[src/rtl/game_session_if.sv]
// Signal bundle between the game session controller and its neighbours:
// collision/level/score sources in, gameplay gates and status out.
interface game_session_if;
  logic       i_Start;
  logic       i_Has_Collided;
  logic       i_Level_Up;
  logic [6:0] i_Score;
  logic       o_Game_Active;
  logic       o_Frog_Respawn;
  logic [1:0] o_Lives;
  logic       o_Game_Over;
  logic [6:0] o_High_Score;

  modport master (
    output i_Start, i_Has_Collided, i_Level_Up, i_Score,
    input  o_Game_Active, o_Frog_Respawn, o_Lives, o_Game_Over, o_High_Score
  );

  modport slave (
    input  i_Start, i_Has_Collided, i_Level_Up, i_Score,
    output o_Game_Active, o_Frog_Respawn, o_Lives, o_Game_Over, o_High_Score
  );
endinterface

[src/rtl/game_session_controller.sv]
// Session FSM: lives, death freeze, guarded restart and session high score.
// Start must be seen low before it is honoured, so a held switch never restarts.
module game_session_controller #(
  parameter int c_LIVES_INI           = 3,
  parameter int c_LIVES_MAX           = 3,
  parameter int c_DEATH_FREEZE_CYCLES = 25_000_000,
  parameter int c_SCORE_MAX           = 99
) (
  input  logic           i_Clk,
  input  logic           i_Rst,
  game_session_if.slave  bus
);
  localparam int CNT_W = (c_DEATH_FREEZE_CYCLES > 1) ? $clog2(c_DEATH_FREEZE_CYCLES) : 1;
  localparam logic [CNT_W-1:0] CNT_LAST  = CNT_W'(c_DEATH_FREEZE_CYCLES - 1);
  localparam logic [1:0]       LIVES_INI = 2'(c_LIVES_INI);
  localparam logic [1:0]       LIVES_MAX = 2'(c_LIVES_MAX);
  localparam logic [6:0]       SCORE_MAX = 7'(c_SCORE_MAX);

  typedef enum logic [1:0] {IDLE, RUNNING, DYING, GAME_OVER} state_t;

  state_t           state, state_nxt;
  logic [1:0]       lives, lives_nxt;
  logic [CNT_W-1:0] cnt, cnt_nxt;
  logic             armed, armed_nxt;
  logic             respawn, respawn_nxt;
  logic             coll_q;
  logic [6:0]       high, clamped;
  logic             coll_edge;

  assign coll_edge = bus.i_Has_Collided & ~coll_q;
  assign clamped   = (bus.i_Score > SCORE_MAX) ? SCORE_MAX : bus.i_Score;

  always_ff @(posedge i_Clk or posedge i_Rst) begin
    if (i_Rst) begin
      state   <= IDLE;
      lives   <= LIVES_INI;
      cnt     <= '0;
      armed   <= 1'b0;
      respawn <= 1'b0;
      coll_q  <= 1'b0;
      high    <= '0;
    end else begin
      state   <= state_nxt;
      lives   <= lives_nxt;
      cnt     <= cnt_nxt;
      armed   <= armed_nxt;
      respawn <= respawn_nxt;
      coll_q  <= bus.i_Has_Collided;
      if (clamped > high) high <= clamped;
    end
  end

  always_comb begin
    state_nxt   = state;
    lives_nxt   = lives;
    cnt_nxt     = cnt;
    armed_nxt   = armed;
    respawn_nxt = 1'b0;
    unique case (state)
      IDLE, GAME_OVER: begin
        if (armed && bus.i_Start) begin
          state_nxt   = RUNNING;
          lives_nxt   = LIVES_INI;
          respawn_nxt = 1'b1;
          armed_nxt   = 1'b0;
        end else if (!bus.i_Start) begin
          armed_nxt   = 1'b1;
        end
      end
      RUNNING: begin
        // collision edge takes priority; a coincident level-up is dropped
        if (coll_edge) begin
          state_nxt = DYING;
          lives_nxt = (lives != 2'd0) ? lives - 2'd1 : 2'd0;
          cnt_nxt   = '0;
        end else if (bus.i_Level_Up) begin
          lives_nxt = (lives < LIVES_MAX) ? lives + 2'd1 : LIVES_MAX;
        end
      end
      DYING: begin
        if (cnt == CNT_LAST) begin
          cnt_nxt = '0;
          if (lives != 2'd0) begin
            state_nxt   = RUNNING;
            respawn_nxt = 1'b1;
          end else begin
            state_nxt = GAME_OVER;
            armed_nxt = 1'b0;
          end
        end else begin
          cnt_nxt = cnt + 1'b1;
        end
      end
      default: state_nxt = IDLE;
    endcase
  end

  assign bus.o_Game_Active  = (state == RUNNING);
  assign bus.o_Game_Over    = (state == GAME_OVER);
  assign bus.o_Frog_Respawn = respawn;
  assign bus.o_Lives        = lives;
  assign bus.o_High_Score   = high;
endmodule

[src/flat_wrapper.sv]
// flat-port wrapper written by rule: the top's interface ports become plain ports
module game_session_controller_flat 
#(
  parameter int c_LIVES_INI           = 3,
  parameter int c_LIVES_MAX           = 3,
  parameter int c_DEATH_FREEZE_CYCLES = 25_000_000,
  parameter int c_SCORE_MAX           = 99
)
  (i_Clk, i_Rst, bus_i_Start, bus_i_Has_Collided, bus_i_Level_Up, bus_i_Score, bus_o_Game_Active, bus_o_Frog_Respawn, bus_o_Lives, bus_o_Game_Over, bus_o_High_Score);
  game_session_if bus_i ();
  input  logic i_Clk;
  input  logic i_Rst;
  input wire logic [$bits(bus_i.i_Start)-1:0] bus_i_Start;
  input wire logic [$bits(bus_i.i_Has_Collided)-1:0] bus_i_Has_Collided;
  input wire logic [$bits(bus_i.i_Level_Up)-1:0] bus_i_Level_Up;
  input wire logic [$bits(bus_i.i_Score)-1:0] bus_i_Score;
  output wire logic [$bits(bus_i.o_Game_Active)-1:0] bus_o_Game_Active;
  output wire logic [$bits(bus_i.o_Frog_Respawn)-1:0] bus_o_Frog_Respawn;
  output wire logic [$bits(bus_i.o_Lives)-1:0] bus_o_Lives;
  output wire logic [$bits(bus_i.o_Game_Over)-1:0] bus_o_Game_Over;
  output wire logic [$bits(bus_i.o_High_Score)-1:0] bus_o_High_Score;
  assign bus_i.i_Start = bus_i_Start;
  assign bus_i.i_Has_Collided = bus_i_Has_Collided;
  assign bus_i.i_Level_Up = bus_i_Level_Up;
  assign bus_i.i_Score = bus_i_Score;
  assign bus_o_Game_Active = bus_i.o_Game_Active;
  assign bus_o_Frog_Respawn = bus_i.o_Frog_Respawn;
  assign bus_o_Lives = bus_i.o_Lives;
  assign bus_o_Game_Over = bus_i.o_Game_Over;
  assign bus_o_High_Score = bus_i.o_High_Score;
  game_session_controller #(.c_LIVES_INI(c_LIVES_INI), .c_LIVES_MAX(c_LIVES_MAX), .c_DEATH_FREEZE_CYCLES(c_DEATH_FREEZE_CYCLES), .c_SCORE_MAX(c_SCORE_MAX)) u_core (.i_Clk(i_Clk), .i_Rst(i_Rst), .bus(bus_i));
endmodule
[config.mk]
export PLATFORM = sky130hd
export DESIGN_NAME = game_session_controller_flat
export DESIGN_NICKNAME = d
export VERILOG_FILES = /design/src/rtl/game_session_if.sv /design/src/rtl/game_session_controller.sv /design/src/flat_wrapper.sv
export SDC_FILE = /design/constraint.sdc
export NUM_CORES = 1
export LEC_CHECK = 0
export BUFFER_PORTS_ARGS = -buffer_cell sky130_fd_sc_hd__buf_2
export CORE_ASPECT_RATIO = 1.75
export CORE_UTILIZATION = 55
export CTS_BUF_LIST = sky130_fd_sc_hd__clkbuf_4
export DETAILED_ROUTE_END_ITERATION = 16
export PLACE_DENSITY_LB_ADDON = 0.05
export SYNTH_ARGS = -nofsm -noshare
export SYNTH_HDL_FRONTEND = slang
export SYNTH_SLANG_ARGS = --single-unit
[constraint.sdc]
create_clock -name i_Clk -period 1.9 [get_ports i_Clk]
set_clock_uncertainty 0.15 [all_clocks]
set_input_delay 0.095 -clock i_Clk [delete_from_list [all_inputs] [get_ports i_Clk]]
set_output_delay 0.095 -clock i_Clk [all_outputs]
set_load 0.02 [all_outputs]
-- Word level (Yosys, flattened, before mapping)
Cells that the tools add are included.
- add/subtract/negate cells: 3
- magnitude comparators: 3
- equality and inequality tests: 10
- muxes and demuxes: 24
- bitwise gates (word level): 2
- reductions and logical operators: 11
- operator list (operator ; number):
    2-to-1 mux 25 bit ; 2
    case mux 25 bit (2 select lines) ; 1
    adder 25 x 1 -> 25 bit, second input constant ; 1
    == test 25 bit, second input constant ; 1
    2-to-1 mux 2 bit ; 9
    nonzero test 2 bit ; 4
    > comparator 7 bit ; 1
    > comparator 7 bit, second input constant ; 1
    2-to-1 mux 1 bit ; 7
    2-to-1 mux 7 bit ; 1
    inequality test 2 x 1 -> 1 bit, second input constant ; 3
    inequality test 3 x 2 -> 1 bit, second input constant ; 2
    case mux 2 bit (3 select lines) ; 1
    AND reduction 3 bit ; 2
    == test 2 bit, second input constant ; 2
    case mux 1 bit (2 select lines) ; 2
    case mux 2 bit (2 select lines) ; 1
    AND reduction 4 bit ; 1
    adder 2 x 1 -> 2 bit, second input constant ; 1
    == test 2 x 1 -> 1 bit, second input constant ; 1
    logical NOT 2 bit ; 1
    less-than comparator 2 bit, second input constant ; 1
    inequality test 2 bit, second input constant ; 1
    AND reduction 2 bit ; 1
    5 further kinds ; 5
- bits in registers: 39
- output and inout bits: 12
- logic and storage cells: 60

-- Depth between registers and ports, before layout
Gate-level depths: netlist (run 1).
- depth in word-level cells: 5
- depth in mapped cells: 9
- depth with buffers taken out: 9

-- Least setup slack after synthesis (run 1)
OpenSTA, ideal clock, no wires.
- path kind: reg-to-reg
- from: register u_core.state[1]
- to: register u_core.cnt[23]
- setup time: 119 ps
- data arrival time: 1885 ps
- slack: -254 ps
- stages on the path, launching flop included: 9
- path buffers: 1
- clock period less this slack: 2154 ps
- cell sequence: dfrtp_1 inv_1 ha_1 buf_6 nand3b_2 a2111oi_4 nand4_1 xor2_1 nor2_2
- word-level cells in the longest chain between the ends: 3
- RTL lines (item ; line ; RTL):
    start: declaration ; game_session_controller.sv:21 ; state_t state, state_nxt;
    start signal: assignment ; game_session_controller.sv:43 ; state <= state_nxt;
    == test 2 x 1 -> 1 bit (*) ; -- ;
    via bus_o_Game_Active ; flat_wrapper.sv:17 ; output wire logic [$bits(bus_i.o_Game_Active)-1:0] bus_o_Game_Active;
    inequality test 2 x 1 -> 1 bit (no line) or nonzero test 2 bit (tied branches) ; -- ;
    AND reduction 2 bit (no line) ; -- ;
    end signal: assignment ; game_session_controller.sv:45 ; cnt <= cnt_nxt;
    end: declaration ; game_session_controller.sv:23 ; logic [CNT_W-1:0] cnt, cnt_nxt;
The timed path passes the listed nets; every way through them passes the cells marked *.
A chain may end at the register's enable or synchronous reset.

-- Worst setup path after layout (run 1)
- from: register u_core.state[1]
- to: register u_core.cnt[11]
- word-level cells in the longest chain between the ends: 3
- RTL lines (item ; line ; RTL):
    == test 2 x 1 -> 1 bit or == test 2 bit (tied branches) ; game_session_controller.sv:59 ; unique case (state)
    inequality test 2 x 1 -> 1 bit (no line) or nonzero test 2 bit (tied branches) ; -- ;
    AND reduction 2 bit (no line) ; -- ;
Several ways; a longest one is shown, not always the timed one.

==> flow_summary.toml, run 1 <==
[floorplan]
die-area_sq_um = 4420
start_util = 0.584
design.portCount = 24
design.core.area_sq_um = 3900
floorplan.die.width_um = 50.7
core.rowCount = 30
chipHeight_um = 87.2

[timing]
finalSetupViolCount = 23
max_freq_mhz = 484
fin_ws_ns = -0.166
hold_viol_final = 0
final_worst_path_period_share = 1.09
worst_slew_margin_relative_to_its_limit = 0.665
worst_slew_pin_slew_ns = 0.502
rsz0062_at_grt = "yes"
period_needed_ns = 2.07
maxSlewViolCount = 0
setup-tns-final_ns = -0.987

[final_layout]
nets = 336
most-common-layout-cells = "36 x sky130_fd_sc_hd__buf_4, 33 x sky130_fd_sc_hd__dfrtp_1, 23 x sky130_fd_sc_hd__buf_2"
insertedDiodeCount = 0
areaGrowthSynthToFinish_pct = 40.3
post-route-util = 0.819
final_cells = 361
layout.cells.most_common = "sky130_fd_sc_hd__buf_4"
layout_cell_area_excl_fill_sq_um = 3200
layout-drive-gt1-share = 0.435

[drt]
initialDrtViolationCount = 49
drt_wl_cell_um = 15.8
totalWireLength_mm = 5.71
detail_route.first_pass.iterations = 4
ant_nets = 0
vias_per_cell = 5.63
route.detailed.drc = 0
vias = 2032

[place]
place.detailed.instances = 337
gp_routability_congestion = 0.837
dp_worst_setup_slack_ns = -0.243
postPlaceCellArea_sq_um = 2800
io_buffer_count = 23
dpl.hpwl_mm = 3.76

[yosys]
synthesis.instances = 236
synth.yosys.seq_area_share = 0.429
asyncSetResetFlopFracSynth = 1.00
synth_area_sq_um = 2280
ys_seq_elements = 39
synth_nets = 260
most_instantiated_flip_flop_cell_in_the_synthesis_netlist = "sky130_fd_sc_hd__dfrtp_1"
synth_edf_count = 0
synth_cell_type_count = 50
yosys_warnings = 0
syn_area_per_cell_sq_um = 9.66

[setup_path]
worstSetupPathType = "register to register"
crit_buf_inv = 3
crit_path_cell_trace = "inv_2 > ha_4 > nand3b_4 > a2111oi_4 > buf_6 > buf_4 > nand2_2 > xor2_1 > nor2_2"
crit_slowest_cell = "sky130_fd_sc_hd__dfrtp_1"
regToRegSetupSlack_ns = -0.17
worstSetupPathDepth = 9
regToRegStartpoint = "u_core.state[1]"
worst_r2r_endpoint = "u_core.cnt[11]"
worstPathMaxFanout = 8
setup.worst_path.start = "u_core.state[1]"
cp_top_family = "flip-flops"
worstSetupStartpointType = "register"
timing.critical_path.slowest_cell_delay_ns = 0.45
worstRegToRegCells = 9
critPathRequiredTime_ns = 2.01
wp_data_arrival_ns = 2.17
sort_of_element_at_the_end_of_the_critical_path = "register"

[pwr]
power_per_cell_area_nw_per_um2 = 1020
total_leakage_power_nw = 1.49
vdd.ir_drop.worst_uv = 916

[global_routing]
busiest_layer = "met2"
number_of_global_route_vias_before_repair = 2042
wire_length_of_the_first_global_routing_pass_mm = 8.89
pin_count_of_the_biggest_net_entering_global_routing = 40
groute.layer.met2.usage = 0.541
groute.layer.met3.usage = 0.0384
grt_antenna_before_repair = 0
grt_usage = 0.273
grt_overflow_total = 0
gr-usage-met1 = 0.260

[status]
outcome = "finished with violations"
violated_checks = "setup timing"

[worst_hold_path]
hold_ep = "u_core.bus.o_Lives[1]"
kind_of_path_behind_the_tightest_hold_check = "input port to register"
min_delay_path_depth = 5
min-delay-start = "bus_i_Level_Up"

[clocking]
clock_insertion_delay_worst_skew_ns = 0.35
cts_buffer_depth = 2
root_buffer = "sky130_fd_sc_hd__clkbuf_4"
cts-htree-levels = 2
cts_tree = "yes"
cts.sinks = 39
clkTransAtPathRegs_ns = 0.13
cts-buffers-inserted = 5

[flow_run]
max_cap_violations = 0
[how the worst max path moves through the flow]
stage	end	slack, ns
global route	u_core.cnt[11]	-0.20
CTS	u_core.cnt[13]	-0.05
floorplan	u_core.cnt[23]	-0.13
finish	u_core.cnt[11]	-0.17
global placement	u_core.bus.o_High_Score[5]	-0.19
detailed placement	u_core.bus.o_High_Score[6]	-0.24
[where the power goes]
group	switching, W	total, W	leakage, nW	internal, W
Combinational	0.000815	0.00171	0.950	0.000897
Clock	0.000301	0.000443	0.0272	0.000141
Sequential	0.000123	0.00110	0.511	0.000977
[per-layer routing]
| metal | wire (um) | part of all wire |
|---|---|---|
| met4 | 246 | 0.043 |
| met1 | 2050 | 0.36 |
| met5 | 0 | 0 |
| met2 | 3260 | 0.57 |
| met3 | 149 | 0.026 |
[sequential cells by signal (all words and copies together) (netlist names)]
register,count
u_core.cnt,25
u_core.bus.o_High_Score,7
u_core.bus.o_Lives,2
u_core.state,2
u_core.armed,1
u_core.bus.o_Frog_Respawn,1
u_core.coll_q,1
[cells in the mapped netlist (2+ instances only)]
cell type | n | area, sq um
sky130_fd_sc_hd__and4_1 | 2 | 17.5
sky130_fd_sc_hd__mux2_2 | 6 | 67.6
sky130_fd_sc_hd__xnor2_1 | 2 | 17.5
sky130_fd_sc_hd__nor2b_1 | 2 | 12.5
sky130_fd_sc_hd__nor3_1 | 6 | 30.0
sky130_fd_sc_hd__and3_1 | 4 | 25.0
sky130_fd_sc_hd__dfrtp_1 | 37 | 926
sky130_fd_sc_hd__nand4_1 | 14 | 87.6
sky130_fd_sc_hd__dfstp_2 | 2 | 52.6
sky130_fd_sc_hd__and2_1 | 4 | 25.0
sky130_fd_sc_hd__nand2_1 | 20 | 75.1
sky130_fd_sc_hd__o21ai_0 | 10 | 50.1
sky130_fd_sc_hd__a21oi_1 | 6 | 30.0
sky130_fd_sc_hd__nor2_2 | 3 | 18.8
sky130_fd_sc_hd__nand3_1 | 8 | 40.0
sky130_fd_sc_hd__ha_1 | 12 | 150
sky130_fd_sc_hd__nor2_1 | 28 | 105
sky130_fd_sc_hd__clkbuf_1 | 2 | 7.51
sky130_fd_sc_hd__inv_1 | 15 | 56.3
sky130_fd_sc_hd__and2_2 | 2 | 15.0
sky130_fd_sc_hd__xor2_1 | 19 | 166
sky130_fd_sc_hd__mux2i_1 | 2 | 20.0
sky130_fd_sc_hd__buf_6 | 3 | 33.8
[what timing repair did]
action / in CTS / in global routing
hold buffers: 9 / 0
gates resized for setup: 18 / 29
endpoints found under the setup margin: 31 / 35
buffers inserted: 3 / 4
cloned: 1 / 1
pin swaps: 11 / 17
endpoints found under the hold margin: 46 / 0
[cell families (layout without fill, tap and decap cells)]
kind of cell,Yosys count,in the layout,share of synthesized area
buffers and inverters,22,99,0.0483
DFF,39,39,0.429
muxes,8,8,0.0384
xor gates and xnor gates,21,21,0.0807
and+or+nand+nor,105,105,0.248
AOI/OAI and AO/OA,29,29,0.0900
adders and majority gates,12,12,0.0659
[cell type report]
| type | instances | area, sq um |
|---|---|---|
| Fill cell | 273 | 706 |
| Inverter | 15 | 56.3 |
| Clock buffer | 5 | 37.5 |
| Clock inverter | 3 | 20.0 |
| Multi-Input combinational cell | 175 | 1430 |
| Sequential cell | 39 | 983 |
| Tap cell | 48 | 60.1 |
| Timing Repair Buffer | 76 | 609 |
[tightest hold or removal path, cell delays in order]
cell	delay, ns
sky130_fd_sc_hd__buf_2	0.10
sky130_fd_sc_hd__nand2_1	0.07
sky130_fd_sc_hd__nor2_1	0.04
sky130_fd_sc_hd__o21ai_1	0.11
sky130_fd_sc_hd__o211ai_1	0.09
[through the flow]
| stage | total power (W) | hold slack, ns |
|---|---|---|
| after floorplan | 0.00205 | -0.0236 |
| after CTS | 0.00313 | 0.00324 |
| final | 0.00326 | 0.00254 |
| after global placement | 0.00256 | 0.0855 |
| after global routing | 0.00344 | 0.0406 |
| after detailed placement | 0.00258 | 0.0933 |
(Power assumes the default switching activity.)
==> run 2: changes to the inputs <==
--- a/config.mk
+++ b/config.mk
@@ -6,11 +6,9 @@
 export NUM_CORES = 1
 export LEC_CHECK = 0
 export BUFFER_PORTS_ARGS = -buffer_cell sky130_fd_sc_hd__buf_2
-export CORE_ASPECT_RATIO = 1.75
-export CORE_UTILIZATION = 55
-export CTS_BUF_LIST = sky130_fd_sc_hd__clkbuf_4
+export CORE_UTILIZATION = 53
 export DETAILED_ROUTE_END_ITERATION = 16
-export PLACE_DENSITY_LB_ADDON = 0.05
+export PLACE_DENSITY = 0.81
 export SYNTH_ARGS = -nofsm -noshare
 export SYNTH_HDL_FRONTEND = slang
 export SYNTH_SLANG_ARGS = --single-unit
==> run 2 against run 1 <==
Compared with the run above:
- the run still ends with setup timing left
- non-clock buffer count up 2
- via count up 4.9%
- final cell count up 1.1%
- largest cell class unchanged
==> flow_summary.toml, run 2 (same netlist as run 1, synthesis figures left out) <==
[drt]
detail_route.first_pass.iterations = 4
ant_nets = 0
drt_wl_cell_um = 19.0
vias_per_cell = 5.84
vias = 2132
totalWireLength_mm = 6.94
route.detailed.drc = 0
initialDrtViolationCount = 236

[floorplan]
core.rowCount = 23
design.portCount = 24
start_util = 0.562
die-area_sq_um = 4570
floorplan.die.width_um = 67.6
chipHeight_um = 67.6
design.core.area_sq_um = 4060

[clocking]
root_buffer = "sky130_fd_sc_hd__clkbuf_8"
cts.sinks = 39
clkTransAtPathRegs_ns = 0.08
cts-htree-levels = 2
clock_insertion_delay_worst_skew_ns = 0.31
cts_buffer_depth = 2
cts_tree = "yes"
cts-buffers-inserted = 5

[setup_path]
sort_of_element_at_the_end_of_the_critical_path = "register"
worstSetupPathType = "register to register"
wp_data_arrival_ns = 2.14
timing.critical_path.slowest_cell_delay_ns = 0.44
crit_slowest_cell = "sky130_fd_sc_hd__dfrtp_1"
worstSetupStartpointType = "register"
worstRegToRegCells = 9
crit_path_cell_trace = "inv_1 > ha_4 > nand2b_4 > buf_6 > a21boi_4 > bufbuf_16 > nand3_1 > xor2_1 > nor2_1"
regToRegSetupSlack_ns = -0.16
critPathRequiredTime_ns = 1.98
worstPathMaxFanout = 4

[global_routing]
pin_count_of_the_biggest_net_entering_global_routing = 40
grt_usage = 0.265
groute.layer.met3.usage = 0.0439
grt_overflow_total = 0
groute.layer.met2.usage = 0.481
gr-usage-met1 = 0.299
busiest_layer = "met2"
wire_length_of_the_first_global_routing_pass_mm = 8.65
grt_antenna_before_repair = 0
number_of_global_route_vias_before_repair = 1875

[flow_run]
max_cap_violations = 0

[place]
dp_worst_setup_slack_ns = -0.247
dpl.hpwl_mm = 3.47
gp_routability_congestion = 0.850
postPlaceCellArea_sq_um = 2740
io_buffer_count = 23

[final_layout]
layout.cells.most_common = "sky130_fd_sc_hd__buf_4"
insertedDiodeCount = 0
largest-register = "u_core.cnt"
most-common-layout-cells = "37 x sky130_fd_sc_hd__buf_4, 34 x sky130_fd_sc_hd__dfrtp_1, 23 x sky130_fd_sc_hd__buf_2"
layout-drive-gt1-share = 0.463
largest_register_ff_count = 25
layout_cell_area_excl_fill_sq_um = 3340
nets = 338
areaGrowthSynthToFinish_pct = 46.6

[timing]
rsz0062_at_grt = "yes"
fin_hold_ws_ns = 0.00185
maxSlewViolCount = 0
worst_slew_margin_relative_to_its_limit = 0.670
max_freq_mhz = 485
worst_slew_pin_slew_ns = 0.495
final_worst_path_period_share = 1.09
period_needed_ns = 2.06
hold_viol_final = 0
fin_ws_ns = -0.162
finalSetupViolCount = 26

[worst_hold_path]
min_delay_path_depth = 3
kind_of_path_behind_the_tightest_hold_check = "input port to register"

[status]
outcome = "finished with violations"
violated_checks = "setup timing"

[pwr]
power_w = 0.00354
total_leakage_power_nw = 1.54
power_per_cell_area_nw_per_um2 = 1060
vdd.ir_drop.worst_uv = 1140
==> run 2: through the flow <==
stage	std cells	TNS (ns)	utilization
2_1_floorplan	236	-0.758	-
3_3_place_gp	331	-1.49	0.676
3_5_place_dp	331	-1.81	0.676
4_1_cts	357	-0.222	0.751
5_1_grt	365	-5.35	0.824
6_report	365	-2.49	0.824
==> run 2: critical path, delay by kind of cell, from the launching register on <==
kind | cells | cell delay [ns]
buf+inv | 3 | 0.56
flops | 1 | 0.44
simple gates | 3 | 0.31
xor+xnor | 1 | 0.19
fa+ha+maj | 1 | 0.17
compound gates | 1 | 0.17
==> run 2: cell type report <==
cell class	instances	area [sq um]
fillers	202	716
inverters	15	56.3
repair buffers	78	663
well taps	50	62.6
multi-input cells	175	1480
clock buffers	7	86.3
clock inverters	1	8.76
flip-flops and latches	39	982
==> run 2: repair_timing <==
| action | CTS | global route |
|---|---|---|
| buffers inserted | 11 | 5 |
| hold buffers | 6 | 0 |
| cloned | 1 | 3 |
| pin swaps | 11 | 14 |
| setup endpoints to repair | 30 | 36 |
| gates resized for setup | 11 | 42 |
| hold endpoints to repair | 43 | 0 |
==> run 2: report_power, final <==
part	total [W]	leakage (nW)	switching [W]	internal [W]
Sequential	0.00111	0.512	0.000132	0.000976
Clock	0.000612	0.0484	0.000314	0.000298
Combinational	0.00182	0.977	0.000868	0.000948
Total	0.00354	1.54	0.00131	0.00222
==> run 2: worst paths after layout <==
path                                             from                          to
setup / recovery                      u_core.state[0]              u_core.cnt[16]
hold / removal                         bus_i_Score[1]  u_core.bus.o_High_Score[1]
setup reg to reg                      u_core.state[0]              u_core.cnt[16]
hold reg to reg            u_core.bus.o_High_Score[5]  u_core.bus.o_High_Score[5]
max in group asynchronous                       i_Rst  u_core.bus.o_High_Score[5]
min in group asynchronous                       i_Rst             u_core.state[0]
==> run 2: metal layers <==
layer  up-vias  wire length [um]
met4         0               279
li1        965                 -
met5         -                 0
met1      1035              2700
met3        26               404
met2       106              3560
==> run 3: changes to the inputs <==
==> constraint.sdc (replaced) <==
create_clock -name i_Clk -period 1.8 [get_ports i_Clk]
set_clock_uncertainty 0.15 [all_clocks]
set_input_delay 0.09 -clock i_Clk [delete_from_list [all_inputs] [get_ports i_Clk]]
set_output_delay 0.09 -clock i_Clk [all_outputs]
set_load 0.02 [all_outputs]
==> run 3 against run 2 <==
Compared with the run above:
- the flow finishes with violations (hold timing, setup timing)
- via count up 6.0%
- maximum frequency rose by 1.5%
- count of clock-buffer cells in the layout decreased by 1
- design area rose by 1.9%
- wire length rose by 1.7%
- total power grew 6.8%
- core utilization increased by 1.6 points
- clock power decreased by 5.4%
- die area stayed put
- sequential cell count unchanged
- first-iteration DRC count rose by 16%
- highest routed layer unchanged
==> flow_summary.toml, run 3 (same netlist as run 1, synthesis figures left out) <==
[final_layout]
largest_register_ff_count = 25
nets = 350
layout-drive-gt1-share = 0.497
layout_cell_area_excl_fill_sq_um = 3410
post-route-util = 0.840
areaGrowthSynthToFinish_pct = 49.5
largest-register = "u_core.cnt"
most-common-layout-cells = "52 x sky130_fd_sc_hd__buf_4, 34 x sky130_fd_sc_hd__dfrtp_1, 23 x sky130_fd_sc_hd__buf_2"
insertedDiodeCount = 0
layout.cells.most_common = "sky130_fd_sc_hd__buf_4"

[global_routing]
grt_usage = 0.295
grt_antenna_before_repair = 0
wire_length_of_the_first_global_routing_pass_mm = 9.90
number_of_global_route_vias_before_repair = 2176
grt_overflow_total = 0
pin_count_of_the_biggest_net_entering_global_routing = 40

[place]
dp_worst_setup_slack_ns = -0.370
postPlaceCellArea_sq_um = 2890
dpl.hpwl_mm = 3.64
io_buffer_count = 23
gp_routability_congestion = 0.810

[setup_path]
setup.worst_path.start = "u_core.state[1]"
sort_of_element_at_the_end_of_the_critical_path = "register"
wp_data_arrival_ns = 2.07
worstSetupStartpointType = "register"
regToRegSetupSlack_ns = -0.23
crit_end = "u_core.cnt[21]"
worstRegToRegCells = 8
worst_r2r_endpoint = "u_core.cnt[21]"
regToRegStartpoint = "u_core.state[1]"
worstSetupPathType = "register to register"
critPathRequiredTime_ns = 1.84
worstPathMaxFanout = 8

[clocking]
clock_insertion_delay_worst_skew_ns = 0.30
root_buffer = "sky130_fd_sc_hd__clkbuf_8"
cts.sinks = 39
clkTransAtPathRegs_ns = 0.08
cts_buffer_depth = 2
cts_tree = "yes"
cts-buffers-inserted = 5
cts-htree-levels = 2

[timing]
hold_viol_final = 1
rsz0062_at_grt = "yes"
worst_slew_pin_slew_ns = 0.542
fin_ws_ns = -0.231
max_freq_mhz = 492
setup-tns-final_ns = -4.72
maxSlewViolCount = 0
period_needed_ns = 2.03
worst_slew_margin_relative_to_its_limit = 0.636
final_worst_path_period_share = 1.13
finalSetupViolCount = 36
fin_hold_ws_ns = -0.00258

[status]
outcome = "finished with violations"
violated_checks = "hold timing, setup timing"

[drt]
vias_per_cell = 6.01
ant_nets = 0
detail_route.first_pass.iterations = 5
route.detailed.drc = 0
drt_wl_cell_um = 18.8
vias = 2260
totalWireLength_mm = 7.06
initialDrtViolationCount = 273

[pwr]
vdd.ir_drop.worst_uv = 1110
total_leakage_power_nw = 1.60
power_w = 0.00378
power_per_cell_area_nw_per_um2 = 1110

[floorplan]
floorplan.die.width_um = 67.6
chipHeight_um = 67.6
die-area_sq_um = 4570
design.portCount = 24
core.rowCount = 23
start_util = 0.562
design.core.area_sq_um = 4060

[worst_hold_path]
kind_of_path_behind_the_tightest_hold_check = "input port to register"
min-delay-start = "bus_i_Score[1]"

[flow_run]
max_cap_violations = 0
==> run 3: worst min path at each step <==
stage                                      end  slack (ns)  depth (start not counted)
finish              u_core.bus.o_High_Score[1]      -0.003                          3
global placement               u_core.state[0]        0.08                          3
detailed placement             u_core.state[0]        0.08                          3
global route        u_core.bus.o_High_Score[1]       0.002                          3
CTS                 u_core.bus.o_High_Score[1]       0.004                          3
floorplan                        u_core.coll_q       -0.03                          0
==> run 3: stage by stage <==
step                instances  hold WS [ns]
global placement          352        0.0760
floorplan                 236       -0.0286
finish                    376      -0.00258
detailed placement        352        0.0773
global route              376       0.00223
CTS                       375       0.00353
==> run 3: final cells by class <==
type / instances / area (sq um)
repair buffers: 90 / 703
well taps: 50 / 62.6
fillers: 195 / 651
clock inverters: 1 / 7.51
multi-input cells: 175 / 1520
clock buffers: 6 / 72.6
flip-flops and latches: 39 / 982
inverters: 15 / 56.3
==> run 3: what timing repair did <==
item / CTS / global route
resized for setup: 30 / 37
endpoints found under the setup margin: 37 / 37
gates cloned: 2 / 0
buffers inserted: 10 / 5
hold endpoints to repair: 41 / 0
pin swaps: 25 / 20
hold buffers: 4 / 0
==> run 3: worst max-delay path: stages (launching register included) <==
cell                        delay [ns]
sky130_fd_sc_hd__dfrtp_1          0.41
sky130_fd_sc_hd__inv_2            0.08
sky130_fd_sc_hd__ha_4             0.17
sky130_fd_sc_hd__nand3b_4         0.10
sky130_fd_sc_hd__a2111oi_4        0.35
sky130_fd_sc_hd__buf_4            0.23
sky130_fd_sc_hd__nand4_1          0.14
sky130_fd_sc_hd__xor2_1           0.24
sky130_fd_sc_hd__nor2_2           0.05
==> run 3: report_power, final <==
part | leakage (nW) | switching (W) | internal (W)
combinational | 1.05 | 0.000980 | 0.00104
sequential | 0.512 | 0.000144 | 0.00103
clock | 0.0373 | 0.000314 | 0.000266
==> run 3: routing by layer <==
layer	up-vias	global-route usage	wire length, um
met5	-	0	0
met4	0	0.149	246
met3	34	0.0608	457
met2	130	0.501	3610
met1	1099	0.347	2740
li1	997	-	-
